## config.mk

```make
export PLATFORM = sky130hd
export DESIGN_NAME = weight_fetch_ctrl
export DESIGN_NICKNAME = d
export VERILOG_FILES = /design/src/rtl/weight_fetch_ctrl.sv
export SDC_FILE = /design/constraint.sdc
export NUM_CORES = 1
export LEC_CHECK = 0
export ABC_CLOCK_PERIOD_IN_PS = 6150
export BUFFER_PORTS_ARGS = -buffer_cell sky130_fd_sc_hd__buf_2
export CELL_PAD_IN_SITES_DETAIL_PLACEMENT = 0
export CELL_PAD_IN_SITES_GLOBAL_PLACEMENT = 1
export CORE_UTILIZATION = 40
export DETAILED_ROUTE_END_ITERATION = 8
export MAX_ROUTING_LAYER = met4
export PLACE_DENSITY_LB_ADDON = 0.1
export SLEW_MARGIN = 20
export SYNTH_ARGS = -nofsm -noshare
export SYNTH_HDL_FRONTEND = slang
export SYNTH_SLANG_ARGS = --single-unit
```

## constraint.sdc

```tcl
create_clock -name CLK -period 6.15 [get_ports CLK]
set_input_delay 0.615 -clock CLK [delete_from_list [all_inputs] [get_ports CLK]]
set_output_delay 0.615 -clock CLK [all_outputs]
set_load 0.05 [all_outputs]
```

## src/rtl/weight_fetch_ctrl.sv

```systemverilog
// weight_fetch_ctrl: loads a weight vector into a single-port BRAM and streams it back out
// through a 2-entry output buffer with full ready/valid backpressure.
module weight_fetch_ctrl #(
   parameter int DEPTH = 28,
   parameter int AW    = 5,
   parameter int DW    = 16
) (
   input  logic          CLK,
   input  logic          RST_N,
   input  logic          START,
   input  logic          MODE,
   output logic          BUSY,
   output logic          DONE,
   input  logic          LD_VALID,
   input  logic [DW-1:0] LD_DATA,
   output logic          LD_READY,
   output logic          W_VALID,
   output logic [DW-1:0] W_DATA,
   output logic          W_LAST,
   input  logic          W_READY,
   output logic [AW-1:0] BR_ADDR,
   output logic [DW-1:0] BR_DI,
   output logic          BR_EN,
   output logic          BR_WE,
   input  logic [DW-1:0] BR_DO
);
   typedef enum logic [1:0] {S_IDLE, S_LOAD, S_FETCH, S_DRAIN} state_t;
   localparam logic [AW-1:0] LAST = AW'(DEPTH - 1);

   state_t state_q, state_d;
   logic [AW-1:0] addr_q, addr_d, br_addr_q, br_addr_d;
   logic [DW-1:0] br_di_q, br_di_d, d0_q, d0_d, d1_q, d1_d;
   logic busy_q, busy_d, done_q, done_d, ld_ready_q, ld_ready_d;
   logic br_en_q, br_en_d, br_we_q, br_we_d;
   logic v0_q, v0_d, l0_q, l0_d, v1_q, v1_d, l1_q, l1_d;
   logic rd_pend, pop, at_last, ld_beat, fe_issue, dr_end;
   logic [1:0] occ;

   assign rd_pend  = br_en_q & ~br_we_q;
   assign pop      = v0_q & W_READY;
   // occupancy after this edge: buffered words minus the pop plus the read landing now
   assign occ      = {1'b0, v0_q} + {1'b0, v1_q} + {1'b0, rd_pend} - {1'b0, pop};
   assign at_last  = addr_q == LAST;
   assign ld_beat  = (state_q == S_LOAD) & LD_VALID & ld_ready_q;
   assign fe_issue = (state_q == S_FETCH) & (occ < 2'd2);
   assign dr_end   = (state_q == S_DRAIN) & pop & l0_q;

   always_ff @(posedge CLK) begin
      if (!RST_N) state_q <= S_IDLE;
      else        state_q <= state_d;
   end

   always_comb begin
      state_d = state_q;
      case (state_q)
         S_IDLE:  if (START) state_d = MODE ? S_LOAD : S_FETCH;
         S_LOAD:  if (ld_beat && at_last) state_d = S_IDLE;
         S_FETCH: if (fe_issue && at_last) state_d = S_DRAIN;
         default: if (dr_end) state_d = S_IDLE;
      endcase
   end

   always_comb begin
      addr_d    = addr_q;
      br_en_d   = 1'b0;
      br_we_d   = 1'b0;
      br_addr_d = br_addr_q;
      br_di_d   = br_di_q;
      if (state_q == S_IDLE && START) begin
         br_en_d   = !MODE;
         br_addr_d = '0;
         addr_d    = MODE ? '0 : AW'(1);
      end
      if (ld_beat || fe_issue) begin
         br_en_d   = 1'b1;
         br_we_d   = ld_beat;
         br_addr_d = addr_q;
         addr_d    = at_last ? '0 : addr_q + 1'b1;
      end
      if (ld_beat) br_di_d = LD_DATA;
      busy_d     = state_d != S_IDLE;
      ld_ready_d = state_d == S_LOAD;
      done_d     = (ld_beat & at_last) | dr_end;
      {v0_d, d0_d, l0_d} = pop ? {v1_q, d1_q, l1_q} : {v0_q, d0_q, l0_q};
      {v1_d, d1_d, l1_d} = pop ? {1'b0, d1_q, l1_q} : {v1_q, d1_q, l1_q};
      if (rd_pend && !v0_d) {v0_d, d0_d, l0_d} = {1'b1, BR_DO, br_addr_q == LAST};
      else if (rd_pend)     {v1_d, d1_d, l1_d} = {1'b1, BR_DO, br_addr_q == LAST};
   end

   always_ff @(posedge CLK) begin
      if (!RST_N) begin
         addr_q     <= '0;
         br_addr_q  <= '0;
         br_di_q    <= '0;
         br_en_q    <= 1'b0;
         br_we_q    <= 1'b0;
         busy_q     <= 1'b0;
         done_q     <= 1'b0;
         ld_ready_q <= 1'b0;
         {v0_q, d0_q, l0_q} <= '0;
         {v1_q, d1_q, l1_q} <= '0;
      end else begin
         addr_q     <= addr_d;
         br_addr_q  <= br_addr_d;
         br_di_q    <= br_di_d;
         br_en_q    <= br_en_d;
         br_we_q    <= br_we_d;
         busy_q     <= busy_d;
         done_q     <= done_d;
         ld_ready_q <= ld_ready_d;
         {v0_q, d0_q, l0_q} <= {v0_d, d0_d, l0_d};
         {v1_q, d1_q, l1_q} <= {v1_d, d1_d, l1_d};
      end
   end

   assign BUSY     = busy_q;
   assign DONE     = done_q;
   assign LD_READY = ld_ready_q;
   assign W_VALID  = v0_q;
   assign W_DATA   = d0_q;
   assign W_LAST   = l0_q;
   assign BR_ADDR  = br_addr_q;
   assign BR_DI    = br_di_q;
   assign BR_EN    = br_en_q;
   assign BR_WE    = br_we_q;
endmodule

```

# After elaboration in Yosys (flattened, before gate mapping)
# Cells that the tools add are included.
[word_totals]
regBits = 69
inputBits = 38
out_inout_bits = 44
[op_classes]
addsub = 4
magnitude_cmp = 1
n_eq_ne = 6
n_mux = 25
n_bitwise = 10
reduce_logical = 12
[op_table]
columns = ["op", "n"]
rows = [
  ["16-bit two-way mux", 3],
  ["18-bit two-way mux", 2],
  ["5-bit two-way mux", 5],
  ["5-bit equality test, second input constant", 2],
  ["2-bit two-way mux", 5],
  ["1-bit two-way mux", 9],
  ["1-bit bitwise AND", 8],
  ["2-bit one-hot mux with 3 select lines", 1],
  ["2-bit nonzero test", 3],
  ["5-bit by 1-bit adder with 5-bit output, second input constant", 1],
  ["2-bit by 1-bit equality test with 1-bit output, second input constant", 2],
  ["2-bit equality test, second input constant", 2],
  ["1-bit logical AND", 4],
  ["1-bit by 1-bit adder with 2-bit output", 1],
  ["2-bit by 1-bit adder with 2-bit output", 1],
  ["1-bit logical NOT", 2],
  ["2-bit logical NOT", 1],
  ["2-bit < comparator, second input constant", 1],
  ["2-bit AND reduction", 1],
  ["2-bit by 1-bit subtractor with 2-bit output", 1],
  ["1-bit logical OR", 1],
  ["1-bit inverter", 1],
  ["1-bit OR", 1],
]

# Depth between registers and ports, before layout
# Gate-level depths: netlist of the first run.
[depth]
depth_word = 10
mapped_depth = 11
mapped_depth_nobuf = 8

# Least setup slack after synthesis of the first run
# Ideal clock, no wire load.
[synth_path]
path_kind = "flip-flop to flip-flop"
from = "reg v0_q, in the netlist W_VALID"
to = "reg busy_q, in the netlist BUSY"
setup_ps = 138
arrival_ps = 2825
required_ps = 6012
slack_ps = 3187
path_stages_with_launch = 11
n_path_buf = 2
period_less_slack_ps = 2963
path_cell_list = "dfxtp_1 and2_1 buf_2 buf_2 ha_1 inv_1 ha_1 a21oi_1 mux2_2 a222oi_1 a21oi_1"
[synth_between]
elab_chain_len = 9
word_cells_on_any_way = 13
cone_classes = "add/sub: 3; order compare: 1; mux: 3; bitwise: 4; reduce/logical: 2"
[synth_rtl]
columns = ["element", "line", "text"]
rows = [
  ["start, declared", "35", "logic v0_q, v0_d, l0_q, l0_d, v1_q, v1_d, l1_q, l1_d;"],
  ["start signal, assigned", "111", "{v0_q, d0_q, l0_q} <= {v0_d, d0_d, l0_d};"],
  ["1-bit by 1-bit adder with 2-bit output", "42", "assign occ = {1'b0, v0_q} + {1'b0, v1_q} + {1'b0, rd_pend} - {1'b0, pop};"],
  ["2-bit by 1-bit adder with 2-bit output", "42", ""],
  ["2-bit by 1-bit subtractor with 2-bit output", "42", ""],
  ["2-bit < comparator", "45", "assign fe_issue = (state_q == S_FETCH) & (occ < 2'd2);"],
  ["1-bit bitwise AND", "45", ""],
  ["1-bit logical AND", "58", "S_FETCH: if (fe_issue && at_last) state_d = S_DRAIN;"],
  ["2-bit two-way mux", "58", ""],
  ["2-bit one-hot mux with 3 select lines *", "55", "case (state_q)"],
  ["2-bit nonzero test *", "81", "busy_d = state_d != S_IDLE;"],
  ["end signal, assigned", "108", "busy_q <= busy_d;"],
  ["end, declared", "33", "logic busy_q, busy_d, done_q, done_d, ld_ready_q, ld_ready_d;"],
]
# Every way passes the cells marked *; elsewhere a longest branch is shown, timed or not.
# A chain may end at the register's enable or synchronous reset.

# Worst setup path after layout of the first run
# Same ends and word-level chain as after synthesis.

==> run summary, run 1 <==
status = completed
setup ws final = 3070 ps
cts repair resizes = 0
pre-CTS WS = 2800 ps
final period demand of the worst path = 3080 ps
routability cong. = 0.781
die area = 7670 um2
RSZ-0062 raised after global routing = false
main area contributors after synthesis = dfxtp_1 47%, nand2_1 9.2%, a21boi_0 5.9%, mux2i_1 5.8%, o211a_1 5.8%
fillers = 688
peak supply drop = 0.000145 V
total leakage power = 1.75 nW
initial drt markers = 134
Synth warnings = 0
critical setup path kind = reg2reg
Avg Cell Area, Syn = 9.06 um2
clk_lat worst skew = 330 ps
hold endpoint = BR_DI[4]$_SDFFE_PN0P_
Slew @ Worst Pin = 866 ps
GRT Util Overall = 17.8%
Layout Cells excl Fill = 494
# nets final = 435
clk root buf = clkbuf_8
I/O pin count = 82
cell area after placement = 3350 um2
Worst R2R Setup Slack = 3070 ps
worst min path class = reg2reg
Final Instance Area = 3560 um2
slowest stage delay, CP = 630 ps
synthesized net count = 365
port bufs = 81
htree depth = 3
Worst-path clk slew = 70 ps
GR Util met2 = 26.0%
Inserted Diodes = 0
clock sink count = 69
FF-to-FF path depth = 8
total gr overflow = 0
die width = 87.6 um
via count = 2404
leading area contributor after synthesis = dfxtp_1
Data required, critical path = 6350 ps
max_cap viols = 0
area grow syn2layout = 21.8%
Setup crit start kind = flip-flop
commonest non-fill, non-tap cells in the layout = 80 x buf_2, 72 x nand2_1, 69 x dfxtp_1
core area = 6940 um2
postcts setup bufs = 0
overall power = 0.982 mW
power density over the cells = 275 nW/um2
met3 usage = 3.30%
Worst setup EP type = flip-flop
synthesized instance count = 323
Synth cell types = 37
FP Rows = 30
DRC viols = 0
CTS tree = yes
initial antenna violation count = 0
Synth top area share = 47.2%
worst hold start = BR_DI[4]$_SDFFE_PN0P_
Total Routed Length = 6.27 mm
busiest grt layer = met2
DR WL/cell = 12.7 um
Max Fclk = 325 MHz
Synth Register Bits = 69
layout cell share with drive strength beyond 1 = 25.4%
first-pass GRT wire length = 10.3 mm
Clock Skews = 7.61 ps
CP Cell Sequence = and2_1, ha_1, inv_1, ha_1, a21oi_1, mux2_2, a222oi_1, a21oi_1
Rel. slew slack = 41.9%
TNS Setup = 0 ps
DR vias/cell = 4.87
vias in the first global route = 2200
Min Hold Slack = 460 ps
ANT nets after route = 0
detailed placement HPWL = 3.94 mm
# setup viols final = 0
Reg2Reg Capture Point = BUSY$_SDFF_PN0_
final slew viol count = 0
commonest non-fill, non-tap cell in the layout = buf_2
clk buf depth = 2
register area share after synthesis = 47.2%
Final Util = 51.3%
hold buffers post-CTS = 0
Tcrit/Tclk final = 50.0%
largest net degree at the start of global routing = 71
DP Cell Count = 478
worst r2r src = W_VALID$_SDFF_PN0_
met1 Usage GRT = 24.0%
clock buffer count from CTS = 9
DIE HEIGHT = 87.6 um
slowest CP cell = and2_1
Syn Std Cell Area = 2930 um2
worst-path fanout max = 20
Initial Util = 42.2%
TritonRoute pass-1 iters = 4
Final Hold Viols = 0
Hold Path Depth = 2
crit path DAT = 3270 ps
state kept, by name (all words and copies together) (netlist names):
name,flops
W_VALID,1
BR_EN,1
BR_ADDR,5
addr_q,5
l1_q,1
d1_q,16
LD_READY,1
W_LAST,1
W_DATA,16
BR_WE,1
v1_q,1
DONE,1
BUSY,1
BR_DI,16
state_q,2
cell type report:
type,count,area (um2),area share [%]
clock buffers,11,131,3.69
clock inverters,5,75.1,2.11
inverters,4,15.0,0.421
multi-input cells,228,1430,40.2
flip-flops and latches,69,1380,38.8
well taps,96,120,3.37
repair buffers,81,408,11.4
synth_stat cells, drive strengths merged:
| cell type | number |
|---|---|
| and3 | 1 |
| nor2 | 5 |
| buf | 11 |
| nand4b | 1 |
| nand3b | 1 |
| clkbuf | 11 |
| nor4bb | 2 |
| nand2b | 1 |
| nor3b | 5 |
| and3b | 1 |
| mux2i | 18 |
| nor2b | 20 |
| nand3 | 26 |
| and2 | 2 |
| a21oi | 4 |
| o22ai | 1 |
| nor4 | 1 |
| a21boi | 24 |
| nand2 | 73 |
| nand4 | 2 |
| and4b | 2 |
| a222oi | 1 |
| a21bo | 1 |
| o21ai | 9 |
| mux2 | 1 |
| inv | 3 |
| o221ai | 2 |
| dfxtp | 69 |
| clkinv | 1 |
| ha | 4 |
| a211oi | 2 |
| o221a | 1 |
| o211a | 17 |
kinds of logic after synthesis:
| family | share of synthesized area, % |
|---|---|
| adders and majority gates | 1.71 |
| buffers and inverters | 4.06 |
| muxes | 6.67 |
| DFF | 47.2 |
| AOI/OAI and AO/OA | 16.6 |
| and+or+nand+nor | 23.8 |
worst max path at each step:
stage / from / endpoint
finish: W_VALID$_SDFF_PN0_ / BUSY$_SDFF_PN0_
global route: W_VALID$_SDFF_PN0_ / BUSY$_SDFF_PN0_
CTS: W_VALID$_SDFF_PN0_ / BUSY$_SDFF_PN0_
detailed placement: W_READY / BUSY$_SDFF_PN0_
global placement: W_READY / BUSY$_SDFF_PN0_
floorplan: W_VALID$_SDFF_PN0_ / BUSY$_SDFF_PN0_
critical path: cells and delay by family, from the launching register on:
family	cells	cell delay (ps)
flip-flops	1	420
AO/OA/AOI/OAI	3	780
AND/OR/NAND/NOR	1	630
adder cells (fa/ha/maj)	2	580
multiplexers	1	470
buffers and inverters	1	50
power breakdown:
| group | leakage, nW | switching [mW] | total, mW | internal [mW] |
|---|---|---|---|---|
| Combinational | 1.09 | 0.0828 | 0.123 | 0.0403 |
| Sequential | 0.559 | 0.00923 | 0.470 | 0.461 |
| Clock | 0.107 | 0.162 | 0.389 | 0.227 |
per-layer routing:
layer / routed length (um) / vias up
met4: 91 / 0
met5: 0 / -
met1: 3280 / 1077
met2: 2580 / 62
met3: 316 / 9
li1: - / 1256
(Power assumes the default switching activity.)
==> run 2, diff against run 1 <==
--- a/config.mk
+++ b/config.mk
@@ -5,11 +5,11 @@
 export SDC_FILE = /design/constraint.sdc
 export NUM_CORES = 1
 export LEC_CHECK = 0
-export ABC_CLOCK_PERIOD_IN_PS = 6150
+export ABC_CLOCK_PERIOD_IN_PS = 3200
 export BUFFER_PORTS_ARGS = -buffer_cell sky130_fd_sc_hd__buf_2
 export CELL_PAD_IN_SITES_DETAIL_PLACEMENT = 0
 export CELL_PAD_IN_SITES_GLOBAL_PLACEMENT = 1
-export CORE_UTILIZATION = 40
+export CORE_UTILIZATION = 38
 export DETAILED_ROUTE_END_ITERATION = 8
 export MAX_ROUTING_LAYER = met4
 export PLACE_DENSITY_LB_ADDON = 0.1
==> constraint.sdc (replaced) <==
create_clock -name CLK -period 3.2 [get_ports CLK]
set_input_delay 0.32 -clock CLK [delete_from_list [all_inputs] [get_ports CLK]]
set_output_delay 0.32 -clock CLK [all_outputs]
set_load 0.05 [all_outputs]
==> run 2 against run 1 <==
  * Clock power up 120%
  * Critical path depth unchanged
  * Design area up 1.9%
  * Via count up 4.7%
  * First-iteration DRC count down 26%
  * Largest power group unchanged
  * Largest cell class unchanged
  * Worst setup slack worse by 2400 ps
  * Global-route usage down 0.092 points
  * Non-clock buffer count up 5
  * Sequential power up 92%
  * Clock skew up 0.70 ps
  * Final cell count up 1.6%
==> run summary, run 2 (synthesized netlist as in run 1, its figures left out) <==
status = completed
via count = 2518
hold endpoint = BR_DI[11]$_SDFFE_PN0P_
clk_lat worst skew = 340 ps
Comb power frac = 12.0%
Worst-path clk slew = 70 ps
peak supply drop = 0.000375 V
initial drt markers = 99
Worst setup EP type = flip-flop
final slew viol count = 0
Min Hold Slack = 223 ps
Tcrit/Tclk final = 78.8%
slowest stage delay, CP = 470 ps
initial antenna violation count = 0
Multi-input gate area = 1430 um2
Sw Ratio = 24.6%
max_cap viols = 0
Inserted Diodes = 0
TNS Setup = 0 ps
Clk pwr share = 42.7%
Data required, critical path = 3410 ps
cts repair resizes = 0
CTS tree = yes
Reg2Reg Capture Point = BUSY$_SDFF_PN0_
Total Routed Length = 6.57 mm
TritonRoute pass-1 iters = 4
detailed placement HPWL = 4.32 mm
DRC viols = 0
Net Switching = 0.489 mW
worst min path class = in2reg
htree depth = 3
DR WL/cell = 13.1 um
CP Cell Sequence = and2_1, ha_1, inv_1, ha_1, a21oi_1, mux2_2, a222oi_1, a21oi_1
crit path DAT = 2730 ps
port bufs = 81
layout cell share with drive strength beyond 1 = 25.8%
routability cong. = 0.814
Max Fclk = 397 MHz
FP Rows = 31
Setup crit start kind = flip-flop
CP top delay family = compound AO/OA/AOI/OAI gates
worst hold start = LD_DATA[11]
Clock Skews = 8.31 ps
Rel. slew slack = 56.2%
die area = 8060 um2
commonest non-fill, non-tap cell in the layout = buf_2
postcts setup bufs = 0
GRT Util Overall = 17.7%
fillers = 745
area grow syn2layout = 24.0%
clock sink count = 69
core area = 7330 um2
Buffers & Inverters on Critical Path = 1
critical setup path kind = reg2reg
DR vias/cell = 5.02
commonest non-fill, non-tap cells in the layout = 81 x buf_2, 72 x nand2_1, 69 x dfxtp_1
Register Area = 1380 um2
worst r2r src = W_VALID$_SDFF_PN0_
first-pass GRT wire length = 11.2 mm
Worst R2R Setup Slack = 680 ps
Initial Util = 39.9%
total gr overflow = 0
clock buffer count from CTS = 9
Hold Path Depth = 3
total leakage power = 1.79 nW
clk root buf = clkbuf_8
worst-path fanout max = 12
FF-to-FF path depth = 8
Final Hold Viols = 0
Internal Power = 1.50 mW
# setup viols final = 0
slowest CP cell = mux2_2
die width = 89.8 um
DIE HEIGHT = 89.8 um
power density over the cells = 549 nW/um2
# nets final = 440
vias in the first global route = 2410
hold buffers post-CTS = 0
clk buf depth = 2
largest net degree at the start of global routing = 38
final period demand of the worst path = 2520 ps
RSZ-0062 raised after global routing = false
I/O pin count = 82
Slew @ Worst Pin = 657 ps
ANT nets after route = 0
Flop pwr share = 45.3%
==> run 2: cell count changes in the layout (fill, tap and decap cells not counted), sizes merged <==
cell | previous run | this run
bufinv | 2 | 3
buf | 81 | 86
clkbuf | 11 | 12
clkinv | 4 | 2
==> run 2: per-stage QoR <==
stage               setup WS, ps  power (mW)  utilization, %  instances  area [um2]
CTS                          677        2.03            49.5        502        3630
global placement             655        1.16            46.3        486        3390
floorplan                    237        1.10               -        323        2930
finish                       678        1.99            49.5        502        3630
detailed placement           630        1.16            46.3        486        3390
global route                 524        2.08            49.5        502        3630
==> run 2: metal layers <==
layer / vias up / global-route usage [%] / wire length, um
met5: - / - / 0
met4: 0 / 4.92 / 49
met3: 5 / 5.67 / 276
met2: 52 / 27.8 / 3020
met1: 1192 / 21.9 / 3230
li1: 1269 / - / -
==> run 2: layout make-up <==
type	count	area share, %
clock buffers	12	4.00
flip-flops and latches	69	38.0
well taps	99	3.41
multi-input cells	228	39.3
repair buffers	86	12.2
inverters	4	0.414
clock inverters	4	2.62
==> run 2: worst max path at each step <==
stage | endpoint | from | cells past startpoint | slack [ps]
floorplan | BUSY$_SDFF_PN0_ | W_VALID$_SDFF_PN0_ | 10 | 240
CTS | BUSY$_SDFF_PN0_ | W_VALID$_SDFF_PN0_ | 8 | 680
global route | BUSY$_SDFF_PN0_ | W_VALID$_SDFF_PN0_ | 8 | 520
detailed placement | BUSY$_SDFF_PN0_ | W_READY | 9 | 630
global placement | BUSY$_SDFF_PN0_ | W_READY | 9 | 660
finish | BUSY$_SDFF_PN0_ | W_VALID$_SDFF_PN0_ | 8 | 680
==> run 2: worst register-to-register path: cells and delay by family, from the launching register on <==
kind | cells | cell delay, ps
AOI/OAI and AO/OA | 3 | 810
adders and majority gates | 2 | 550
buffers and inverters | 1 | 40
DFF | 1 | 350
muxes | 1 | 470
and+or+nand+nor | 1 | 180
==> run 2: power by group through the flow <==
stage          Combinational (mW)  Clock, mW  Sequential (mW)
6_report                    0.239      0.850            0.903
3_3_place_gp                0.239          0            0.922
3_5_place_dp                0.241          0            0.923
2_1_floorplan              0.0994          0            0.997
5_1_grt                     0.260      0.918            0.907
4_1_cts                     0.242      0.882            0.903
